`config.mk`:
```
export PLATFORM = sky130hd
export DESIGN_NAME = fetch_ctl
export DESIGN_NICKNAME = d
export VERILOG_FILES = /design/src/rtl/fetch_pkg.sv /design/src/rtl/fetch_tmo.sv /design/src/rtl/fetch_ctl.sv
export SDC_FILE = /design/constraint.sdc
export NUM_CORES = 1
export LEC_CHECK = 0
export ABC_AREA = 1
export CORE_MARGIN = 10
export CORE_UTILIZATION = 25
export DETAILED_ROUTE_END_ITERATION = 10
export HOLD_SLACK_MARGIN = 0.06
export PLACE_DENSITY = 0.65
export SETUP_SLACK_MARGIN = 0.4
export SYNTH_ARGS = -nofsm -noshare
export SYNTH_HDL_FRONTEND = slang
export SYNTH_HIERARCHICAL = 1
export SYNTH_SLANG_ARGS = --single-unit
```
`constraint.sdc`:
```
create_clock -name clk -period 1.3 [get_ports clk]
set_input_delay 0.195 -clock clk [delete_from_list [all_inputs] [get_ports clk]]
set_output_delay 0.195 -clock clk [all_outputs]
set_load 0.1 [all_outputs]
```
`src/rtl/fetch_pkg.sv`:
```
// Shared definitions for the instruction fetch sequencer: state encoding,
// default bus-timeout length and the timeout counter width helper.
package fetch_pkg;

  localparam int unsigned TMO_DEFAULT = 15;

  typedef enum logic [2:0] {
    S_IDLE = 3'd0,
    S_ADDR = 3'd1,
    S_WAIT = 3'd2,
    S_INC  = 3'd3,
    S_HOLD = 3'd4,
    S_JUMP = 3'd5
  } fetch_state_e;

  function automatic int unsigned tmo_width(input int unsigned tmo);
    return (tmo < 1) ? 1 : $clog2(tmo + 1);
  endfunction

endpackage

```
`src/rtl/fetch_tmo.sv`:
```
// WAIT-phase timeout counter: cleared while i_clr, counts while i_cnt_en,
// o_expired is high during the TMO-th counted cycle (no backpressure).
module fetch_tmo
  import fetch_pkg::*;
#(
  parameter int unsigned TMO = TMO_DEFAULT
) (
  input  logic clk,
  input  logic rst,
  input  logic i_clr,
  input  logic i_cnt_en,
  output logic o_expired
);

  localparam int unsigned   W    = tmo_width(TMO);
  localparam logic [W-1:0]  LAST = W'(TMO - 1);

  logic [W-1:0] r_cnt;

  // Saturates on LAST so a stalled enable never wraps back to zero.
  always_ff @(posedge clk or negedge rst) begin
    if (!rst) begin
      r_cnt <= '0;
    end else if (i_clr) begin
      r_cnt <= '0;
    end else if (i_cnt_en && (r_cnt != LAST)) begin
      r_cnt <= r_cnt + 1'b1;
    end
  end

  assign o_expired = i_cnt_en && (r_cnt == LAST);

endmodule

```
`src/rtl/fetch_ctl.sv`:
```
// Byte fetch sequencer between program counter, memory and instruction consumer.
// Accepted fetches recur every 4 cycles; HOLD stalls on ir_ready, WAIT times out after TMO.
module fetch_ctl
  import fetch_pkg::*;
#(
  parameter int unsigned TMO = TMO_DEFAULT
) (
  input  logic        clk,
  input  logic        rst,
  input  logic        en,
  input  logic [15:0] pc_ao,
  output logic [15:0] pc_ai,
  output logic        pc_lrc,
  output logic        pc_ini,
  output logic        pc_oe,
  output logic        mem_req,
  output logic [15:0] mem_addr,
  input  logic        mem_ack,
  input  logic [7:0]  mem_rdata,
  output logic [7:0]  ir_data,
  output logic        ir_valid,
  input  logic        ir_ready,
  input  logic        jmp_req,
  input  logic [15:0] jmp_addr,
  output logic        jmp_ack,
  output logic        err
);

  fetch_state_e r_state;
  fetch_state_e w_next;
  logic [7:0]   r_ir_data;
  logic         r_err;
  logic         w_in_wait;
  logic         w_expired;
  logic         w_capture;
  logic         w_timeout;

  assign w_in_wait = (r_state == S_WAIT);

  // Held clear outside WAIT, so every entry into WAIT starts from zero.
  fetch_tmo #(.TMO(TMO)) u_tmo (
    .clk       (clk),
    .rst       (rst),
    .i_clr     (!w_in_wait),
    .i_cnt_en  (w_in_wait),
    .o_expired (w_expired)
  );

  assign w_capture = w_in_wait && mem_ack;
  assign w_timeout = w_in_wait && !mem_ack && w_expired;

  always_ff @(posedge clk or negedge rst) begin
    if (!rst) begin
      r_state <= S_IDLE;
    end else begin
      r_state <= w_next;
    end
  end

  always_ff @(posedge clk or negedge rst) begin
    if (!rst) begin
      r_ir_data <= '0;
      r_err     <= 1'b0;
    end else begin
      if (w_capture) begin
        r_ir_data <= mem_rdata;
      end
      if (w_timeout) begin
        r_err <= 1'b1;
      end
    end
  end

  always_comb begin
    w_next = r_state;
    case (r_state)
      S_IDLE: begin
        if (jmp_req) begin
          w_next = S_JUMP;
        end else if (en && !r_err) begin
          w_next = S_ADDR;
        end
      end
      S_ADDR: w_next = S_WAIT;
      S_WAIT: begin
        // An ack landing on the expiry cycle still wins over the timeout.
        if (mem_ack) begin
          w_next = S_INC;
        end else if (w_expired) begin
          w_next = S_IDLE;
        end
      end
      S_INC:  w_next = S_HOLD;
      S_HOLD: begin
        if (jmp_req) begin
          w_next = S_JUMP;
        end else if (ir_ready) begin
          w_next = en ? S_ADDR : S_IDLE;
        end
      end
      S_JUMP:  w_next = en ? S_ADDR : S_IDLE;
      default: w_next = S_IDLE;
    endcase
  end

  always_comb begin
    pc_oe    = 1'b0;
    mem_req  = 1'b0;
    pc_ini   = 1'b0;
    pc_lrc   = 1'b0;
    jmp_ack  = 1'b0;
    ir_valid = 1'b0;
    case (r_state)
      S_ADDR, S_WAIT: begin
        pc_oe   = 1'b1;
        mem_req = 1'b1;
      end
      S_INC:  pc_ini = 1'b1;
      S_HOLD: ir_valid = 1'b1;
      S_JUMP: begin
        pc_lrc  = 1'b1;
        jmp_ack = 1'b1;
      end
      default: ;
    endcase
  end

  assign mem_addr = mem_req ? pc_ao : 16'h0000;
  assign pc_ai    = pc_lrc ? jmp_addr : 16'h0000;
  assign ir_data  = r_ir_data;
  assign err      = r_err;

  a_pc_exclusive: assert property (@(posedge clk) disable iff (!rst)
    !(pc_lrc && pc_ini));

  a_hold_stable: assert property (@(posedge clk) disable iff (!rst)
    (r_state == S_HOLD && !ir_ready && !jmp_req) |=> (r_state == S_HOLD && $stable(r_ir_data)));

endmodule

```
; Yosys cells after proc, flatten, opt, wreduce, memory -nomap -nowiden
; Cells that the tools add are included.
[totals]
regBits = 16
input_bits = 46
[op_classes]
add_sub_neg = 1
eq_ne = 11
n_mux = 16
reduce_logical = 11
[ops]
columns = op, n
row1 = $mux 16, 2
row2 = $mux 3, 6
row3 = $pmux 3 s6, 1
row4 = $ne 3x3->1 const B, 3
row5 = $mux 4, 2
row6 = $eq 3x2->1 const B, 2
row7 = $eq 3x3->1 const B, 2
row8 = $logic_and 1x1->1, 6
row9 = $mux 1, 5
row10 = $add 4x1->4 const B, 1
row11 = $eq 4x4->1 const B, 1
row12 = $ne 4x4->1 const B, 1
row13 = $eq 3x1->1 const B, 1
row14 = $logic_not 3->1, 1
row15 = $reduce_and 3->1, 1
row16 = $logic_not 1->1, 2
row17 = $ne 2x2->1 const B, 1
row18 = $reduce_or 2->1, 1

; Longest topological paths before layout
; Gate-level depths: netlist of the first run.
[depth]
word_depth = 5
mapped_depth = 10

; Hierarchy
; The synthesis of the first run kept the hierarchy.
[by_module_without_submodules]
columns = module, instances, cells_per_inst, area_each_um2, seq_area_each_um2
row1 = fetch_ctl, 1, 143, 969.7, 300.3
row2 = fetch_tmo, 1, 33, 252.7, 100.1

; Least setup slack after synthesis of the first run
; Ideal clock, no wire load.
[synth_timing]
path_kind = reg2out
start = register r_state[2]
end = output port mem_addr[0]
t_arrival_ns = 2.314
path_slack_ns = -1.209
path_stages_with_launch = 6
n_path_buf = 0
path_cell_list = dfrtp_1 nor2_4 nand2_4 nand2_4 inv_6 nor2_1
[synth_via]
elab_chain_cells = 4
elab_cells_between_ends = 5
cone_classes = eq/ne: 2 / mux: 2 / reduce/logical: 1
[synth_lines]
columns = element, line_no
row1 = start: declaration, fetch_ctl.sv:29  ; fetch_state_e r_state;
row2 = start signal: assignment, fetch_ctl.sv:56  ; r_state <= w_next;
row3 = $eq 3x1->1 or $eq 3x2->1 (tied branches), fetch_ctl.sv:113  ; case (r_state)
row4 = $reduce_or 2->1 *, fetch_ctl.sv:113
row5 = $mux 1 *, fetch_ctl.sv:113
row6 = named net mem_req, fetch_ctl.sv:16  ; output logic mem_req,
row7 = $mux 16 *, fetch_ctl.sv:128  ; assign mem_addr = mem_req ? pc_ao : 16'h0000;
row8 = end: declaration, fetch_ctl.sv:17  ; output logic [15:0] mem_addr,
; Mark *: on every way through the listed nets, which the timed path passes. The rest lies on a longest branch.

; Worst setup path after layout of the first run
[layout_timing]
start = register r_state[2]
end = output port mem_addr[6]
[layout_via]
elab_chain_cells = 4
elab_cells_between_ends = 5
cone_classes = eq/ne: 2 / mux: 2 / reduce/logical: 1
[layout_lines]
columns = element, line_no
row1 = $eq 3x1->1 or $eq 3x2->1 (tied branches), fetch_ctl.sv:113
row2 = $reduce_or 2->1 *, fetch_ctl.sv:113
row3 = $mux 1 *, fetch_ctl.sv:113
row4 = $mux 16 *, fetch_ctl.sv:128
; Mark *: on every way between the ends. The rest lies on a longest branch, timed or not.

==> impl_results.md, run 1 <==
- Initial antenna violation count: 0
- Initial Utilization: 25.9%
- First-pass iteration count of the detailed router: 4
- Gr ovfl total: 0
- Leak: roughly 1.5 nW
- Fin nets: roughly 350
- Detailed-route DRC error count: 0
- P_int: 3.69 mW
- Sequential power share: between 10% and 20%
- Clk network pwr share: ~4.2%
- Crit path launch type: flop
- Total track usage: 11.3%
- H-tree Lvls: 1
- Synth top area share: approximately a third
- CP peak stage delay: ~0.46 ns
- I/O Pins: between 90 and 100
- Post-route cell area: around 3300 µm²
- WL per Instance: between 10 and 15 µm
- Reg2Reg Setup Slack: -0.07 ns
- Max-cap viol count: 0
- WP data required: 1.11 ns
- FF-to-FF Start: r_state[2]
- VDD IR-drop max: roughly 1.3 mV
- Sequential fraction of the synthesis area: between 30% and 40%
- Cell taking the most area after synthesis: dfrtp_1
- Antenna diodes: 0
- Avg Cell Area, Syn: about 6.9 µm²
- Routability Congestion: ~0.8
- Max Freq: 626 MHz
- Clock transition at path regs: about 0.06 ns
- Setup Viol. Count Final: 43
- Crit path cell chain: nor2_4, nand2_4, nand2_8, inv_16, nor2_4, buf_12
- Max Root-Sink Buffers: 2
- Vias in the first global route: about 1400
- Post-Syn Area: approximately 1200 µm²
- Synth cell types: 22
- Area growth syn-to-layout: 167%
- Synthesized instance count: about 180
- Hold Buf Count CTS: 0
- Unrepaired setup endpoints after global routing: true
- DIE WIDTH: about 90 µm
- Synth Net Count: between 200 and 250
- Worst setup margin: -0.298 ns
- Fin crit share: 123%
- Cell Pwr Density: between 2000 and 3000 nW/µm²
- Comb pwr share: between 80% and 90%
- Largest net degree at the start of global routing: 17
- Final-layout fill cell count: 361
- Global-route wire length before repair: approximately 7700 µm
- Share of cells above drive strength 1: 53.0%
- Crit-path slowest cell: dfrtp_2
- Initial DRC Count: 33
- Fin. max-slew vios: 0
- Register bit total from synthesis: 16
- Sw Pwr: around 5.3 mW
- Post-Route WL: between 4000 and 5000 µm
- PortBufs: between 90 and 100
- Routed vias/inst: 3.92
- Clk root buf: clkbuf_8
- Reg2Reg Depth: 10
- Vias: around 1400
- DP Area: 2980 µm²
- Row Count: 25
- Slew of the pin with the lowest slew margin: 0.210 ns
- Failing checks: negative setup slack
- Critical Path End Type: output port
- Most frequent CP cell: nor2_4
- Slew margin rel.: 86.0%
- CTS sink cnt: 16
- Run status: complete, but fails checks
- Syn. warnings: 6
- CTS tree: yes
- Sw Ratio: 59.0%
- Core area: ~4700 µm²
- Post-layout min period: between 1.5 and 2 ns
- HPWL after DPL: 3990 µm
- Layout Skew: roughly 0.0070 ns
- Synth top area cells: dfrtp_1 33%, inv_1 14%, nand2_1 12%, nor2_4 10%, nor2_1 8.9%
- Hold WS: 0.259 ns
- Crit-path max FO: 16
- Endpoints failing hold: 0
- Total CTS buffers: 3
- HP Class: input pin to asynchronous set/reset pin
- Reg2reg end: u_tmo/r_cnt[2]
- Die height: 89.9 µm
- Die area: between 8000 and 9000 µm²
- Critical path class: flop to output port
- Post-route ant nets: 0
- Worst-Skew Late Latency: roughly 0.25 ns
- CP arrival: between 1 and 1.5 ns
[kinds of logic after synthesis]
kind of cell / share of synthesized area [%]
AOI/OAI and AO/OA: 1.23
buffers and inverters: 19.8
adders and majority gates: 2.05
and+or+nand+nor: 44.2
DFF: 32.8
[cells in the mapped netlist, drive strengths merged]
| master | n |
|---|---|
| ha | 2 |
| inv | 48 |
| nand2 | 43 |
| clkinv | 1 |
| a21oi | 2 |
| dfrtp | 16 |
| or2 | 1 |
| o21ai | 1 |
| nand4 | 5 |
| buf | 5 |
| nor2 | 41 |
| nand3 | 11 |
[how the worst max path moves through the flow]
stage | from | endpoint | slack [ns] | cells past startpoint
after floorplan | r_state[2] | mem_addr[10] | -0.52 | 6
after global placement | r_state[2] | mem_addr[10] | -0.02 | 6
after detailed placement | r_state[2] | mem_addr[10] | -0.04 | 6
after CTS | r_state[2] | mem_addr[10] | -0.31 | 6
after global routing | r_state[2] | mem_addr[10] | -0.36 | 6
final | r_state[2] | mem_addr[6] | -0.30 | 6
[power groups by stage]
stage	logic [mW]	clock network [mW]	registers (mW)
after floorplan	3.98	0	1.63
after global placement	7.21	0	0.890
after detailed placement	7.26	0	0.897
after CTS	7.57	0.400	0.901
after global routing	7.97	0.417	0.916
final	7.72	0.378	0.898
[worst max-delay path: cells and delay by family, from the launching register on]
kind,cells,cell delay [ns]
buffers and inverters,2,0.26
flip-flops,1,0.46
AND/OR/NAND/NOR,4,0.43
[layer usage]
metal	routed length, µm	GRT usage (%)	vias to the layer above
met4	44	2.79	0
li1	-	-	745
met1	1900	12.6	636
met2	2640	20.7	38
met3	205	2.99	4
met5	0	0	-
[placed cells by master, fill, tap and decap left out, types with 3 or more instances in the layout]
master / Yosys / routed
buf_12: 1 / 48
buf_4: 2 / 21
buf_6: 1 / 6
clkbuf_8: 0 / 3
clkdlybuf4s50_1: 0 / 45
dfrtp_1: 16 / 5
dfrtp_2: 0 / 11
inv_1: 44 / 38
inv_2: 3 / 3
inv_4: 0 / 5
nand2_1: 38 / 29
nand2_2: 2 / 6
nand2_4: 3 / 7
nand3_1: 7 / 6
nand3_4: 0 / 3
nand4_1: 5 / 5
nor2_1: 29 / 5
nor2_4: 11 / 34
[registers in the layout, indices dropped and copies added (netlist names)]
name and count:
r_state 3, err 1, ir_data 8, u_tmo/r_cnt 4
[cell type report]
cell class	count	area, µm²	share of cell area [%]
Timing Repair Buffer	121	1660	50.9
Sequential cell	16	414	12.7
Multi-Input combinational cell	106	840	25.7
Inverter	49	220	6.75
Clock buffer	4	45.0	1.38
Tap cell	67	83.8	2.57
[timing repair]
action | CTS | global route
pin swaps | 7 | 7
endpoints found under the setup margin | 63 | 63
cloned | 0 | 1
gates resized for setup | 28 | 7
setup buffers | 7 | 5
[per-stage QoR]
| step | setup TNS [ns] | worst slack, ns | std cells | power [mW] | util (%) |
|---|---|---|---|---|---|
| after global placement | -0.0626 | -0.0241 | 346 | 8.10 | 63.2 |
| after detailed placement | -0.457 | -0.0444 | 346 | 8.15 | 63.2 |
| after floorplan | -12.43 | -0.524 | 176 | 5.61 | - |
| final | -9.83 | -0.298 | 363 | 8.99 | 69.1 |
| after global routing | -12.82 | -0.358 | 363 | 9.30 | 69.1 |
| after CTS | -9.96 | -0.307 | 357 | 8.87 | 67.2 |
No activity file was read; power rests on OpenSTA's default activity.
==> run 2: changes to the inputs <==
--- a/config.mk
+++ b/config.mk
@@ -12,4 +12,5 @@
 export HOLD_SLACK_MARGIN = 0.06
 export PLACE_DENSITY = 0.65
+export RECOVER_POWER = 25
 export SETUP_SLACK_MARGIN = 0.4
 export SYNTH_ARGS = -nofsm -noshare
==> constraint.sdc (replaced) <==
create_clock -name clk -period 1.3 [get_ports clk]
set_input_delay 0.26 -clock clk [delete_from_list [all_inputs] [get_ports clk]]
set_output_delay 0.26 -clock clk [all_outputs]
set_load 0.1 [all_outputs]
==> impl_results.md, run 2 (same netlist as run 1, synthesis figures left out) <==
- Largest net degree at the start of global routing: 17 (unchanged)
- Crit-path slowest cell: dfrtp_2
- Core area: 4720 µm² (unchanged)
- Clock transition at path regs: 0.06 ns (about the same)
- Most frequent CP cell: nor2_4
- Setup tns final: -13.88 ns (-4.05 ns)
- Fin. max-slew vios: 0 (unchanged)
- Crit-path leading delay family: flip-flops
- Vias in the first global route: 1554 (+10%)
- Max Freq: 596 MHz (-4.7%)
- Layout Skew: 0.000981 ns (-0.00606 ns)
- Share of cells above drive strength 1: 51.5% (-1.5 points)
- Area growth syn-to-layout: 172%
- Clk root buf: clkbuf_8
- Critical path launch point: r_state[2]
- Worst setup margin: -0.378 ns (-0.0797 ns)
- VDD IR-drop max: 1.19 mV (-9.3%)
- Run status: complete, but fails checks
- Total power: 9.23 mW (+2.6%)
- Min-delay src: mem_rdata[0]
- Initial DRC Count: 41 (+24%)
- First-pass iteration count of the detailed router: 4 (unchanged)
- Cell Pwr Density: 2780 nW/µm² (+0.74%)
- Leak: 1.53 nW (+1.3%)
- Total track usage: 11.9% (+0.54 points)
- Row Count: 25 (unchanged)
- WL per Instance: 13.7 µm (+4.0%)
- Initial Utilization: 25.9% (unchanged)
- Slew of the pin with the lowest slew margin: 0.869 ns (+0.658 ns)
- Initial antenna violation count: 0 (unchanged)
- Setup Viol. Count Final: 52 (+21%)
- Global-route wire length before repair: 8080 µm (+5.3%)
- CP peak stage delay: 0.46 ns (about the same)
- Max reg flops: 8 (unchanged)
- Endpoints failing hold: 0 (unchanged)
- CP Buf/Inv Count: 2 (unchanged)
- Vias: 1495 (+5.1%)
- Die height: 89.9 µm (unchanged)
- Unrepaired setup endpoints after global routing: true
- Failing checks: negative setup slack
- Total CTS buffers: 3 (unchanged)
- Post-Route WL: 5030 µm (+4.9%)
- CTS tree: yes
- HP Class: input pin to flop
- H-tree Lvls: 1 (unchanged)
- Slew margin rel.: 42.1% (-44 points)
- Crit-path max FO: 16 (unchanged)
- I/O Pins: 93 (unchanged)
- Reg2Reg Setup Slack: -0.20 ns (-0.13 ns)
- Antenna diodes: 0 (unchanged)
- Max Root-Sink Buffers: 2 (unchanged)
- Critical Path End Type: output port
- DP Area: 3030 µm² (+1.5%)
- Most frequent cells in the layout: 48 x buf_12, 45 x clkdlybuf4s50_1, 38 x inv_1
- Post-layout min period: 1.68 ns (+0.0797 ns)
- CTS sink cnt: 16 (unchanged)
- Commonest non-fill, non-tap cell in the layout: buf_12
- Post-route ant nets: 0 (unchanged)
- PortBufs: 92 (unchanged)
- Hold Buf Count CTS: 0 (unchanged)
- DIE WIDTH: 89.9 µm (unchanged)
- CP arrival: 1.42 ns (+0.02 ns)
- Critical path class: flop to output port
- Final-layout fill cell count: 335 (-7.2%)
- Crit path launch type: flop
- Die area: 8090 µm² (unchanged)
- Worst-Skew Late Latency: 0.25 ns (about the same)
- Max-cap viol count: 0 (unchanged)
- Routed vias/inst: 4.08 (+4.2%)
- Post-route cell area: 3330 µm² (+1.9%)
- Fin nets: 348 (+0.87%)
- WP data required: 1.04 ns (-0.07 ns)
- Detailed-route DRC error count: 0 (unchanged)
- Crit path cell chain: nor2_4, nand2_4, nand2_8, inv_16, nor2_4, buf_12
- Fin crit share: 129% (+6.1 points)
- Gr ovfl total: 0 (unchanged)
- Routability Congestion: 0.760 (-7.6%)
- Post-place setup slack: -0.115 ns (-0.0702 ns)
- FF-to-FF Start: r_state[2]
- HPWL after DPL: 4090 µm (+2.6%)
[run 2: final cells by class]
class                   count  area [µm²]  area share [%]
clock buffers               4        55.1            1.66
inverters                  49         223            6.70
multi-input cells         106         825            24.8
flip-flops and latches     16         437            13.1
well taps                  67        83.8            2.52
repair buffers            124        1700            51.2
[run 2: what timing repair did]
| action | CTS | global route |
|---|---|---|
| buffers inserted | 10 | 2 |
| gates cloned | 0 | 1 |
| gates resized for setup | 27 | 9 |
| setup endpoints to repair | 63 | 63 |
| pin swaps | 8 | 6 |
[run 2: per-stage QoR]
| step | utilization [%] | std cells | hold slack (ns) |
|---|---|---|---|
| global placement | 64.1 | 349 | 0.532 |
| floorplan | - | 176 | -0.0356 |
| finish | 70.4 | 366 | 0.539 |
| CTS | 69.0 | 363 | 0.331 |
| global route | 70.4 | 366 | 0.561 |
| detailed placement | 64.1 | 349 | 0.540 |
[run 2: tightest hold or removal path: cells and delay by family]
family	cells	cell delay [ns]
AND/OR/NAND/NOR	2	0.10
buffers and inverters	1	0.39
[run 2: metal layers]
metal  routed length, µm  GRT usage, %  up-vias  part of all wire [%]
met4                  60          2.79        0                   1.2
met5                   0             0        -                     0
met1                1890          13.1      687                    38
met2                2870          23.1       54                    57
met3                 204          1.66        9                   4.1
li1                    -             -      745                     -
[run 2: path summary, 6_finish.rpt]
check | to | cells after the start
min in group asynchronous | ir_data[4] | 2
max reg2reg | r_state[0] | 11
min | ir_data[0] | 3
max in group asynchronous | ir_data[2] | 2
min reg2reg | u_tmo/r_cnt[3] | 2
max | mem_addr[10] | 6
[run 2: power breakdown]
group	leakage (nW)	switching (mW)	total (mW)	internal (mW)
registers	0.190	0.206	0.940	0.735
logic	1.31	4.98	7.85	2.86
clock network	0.0288	0.175	0.443	0.269
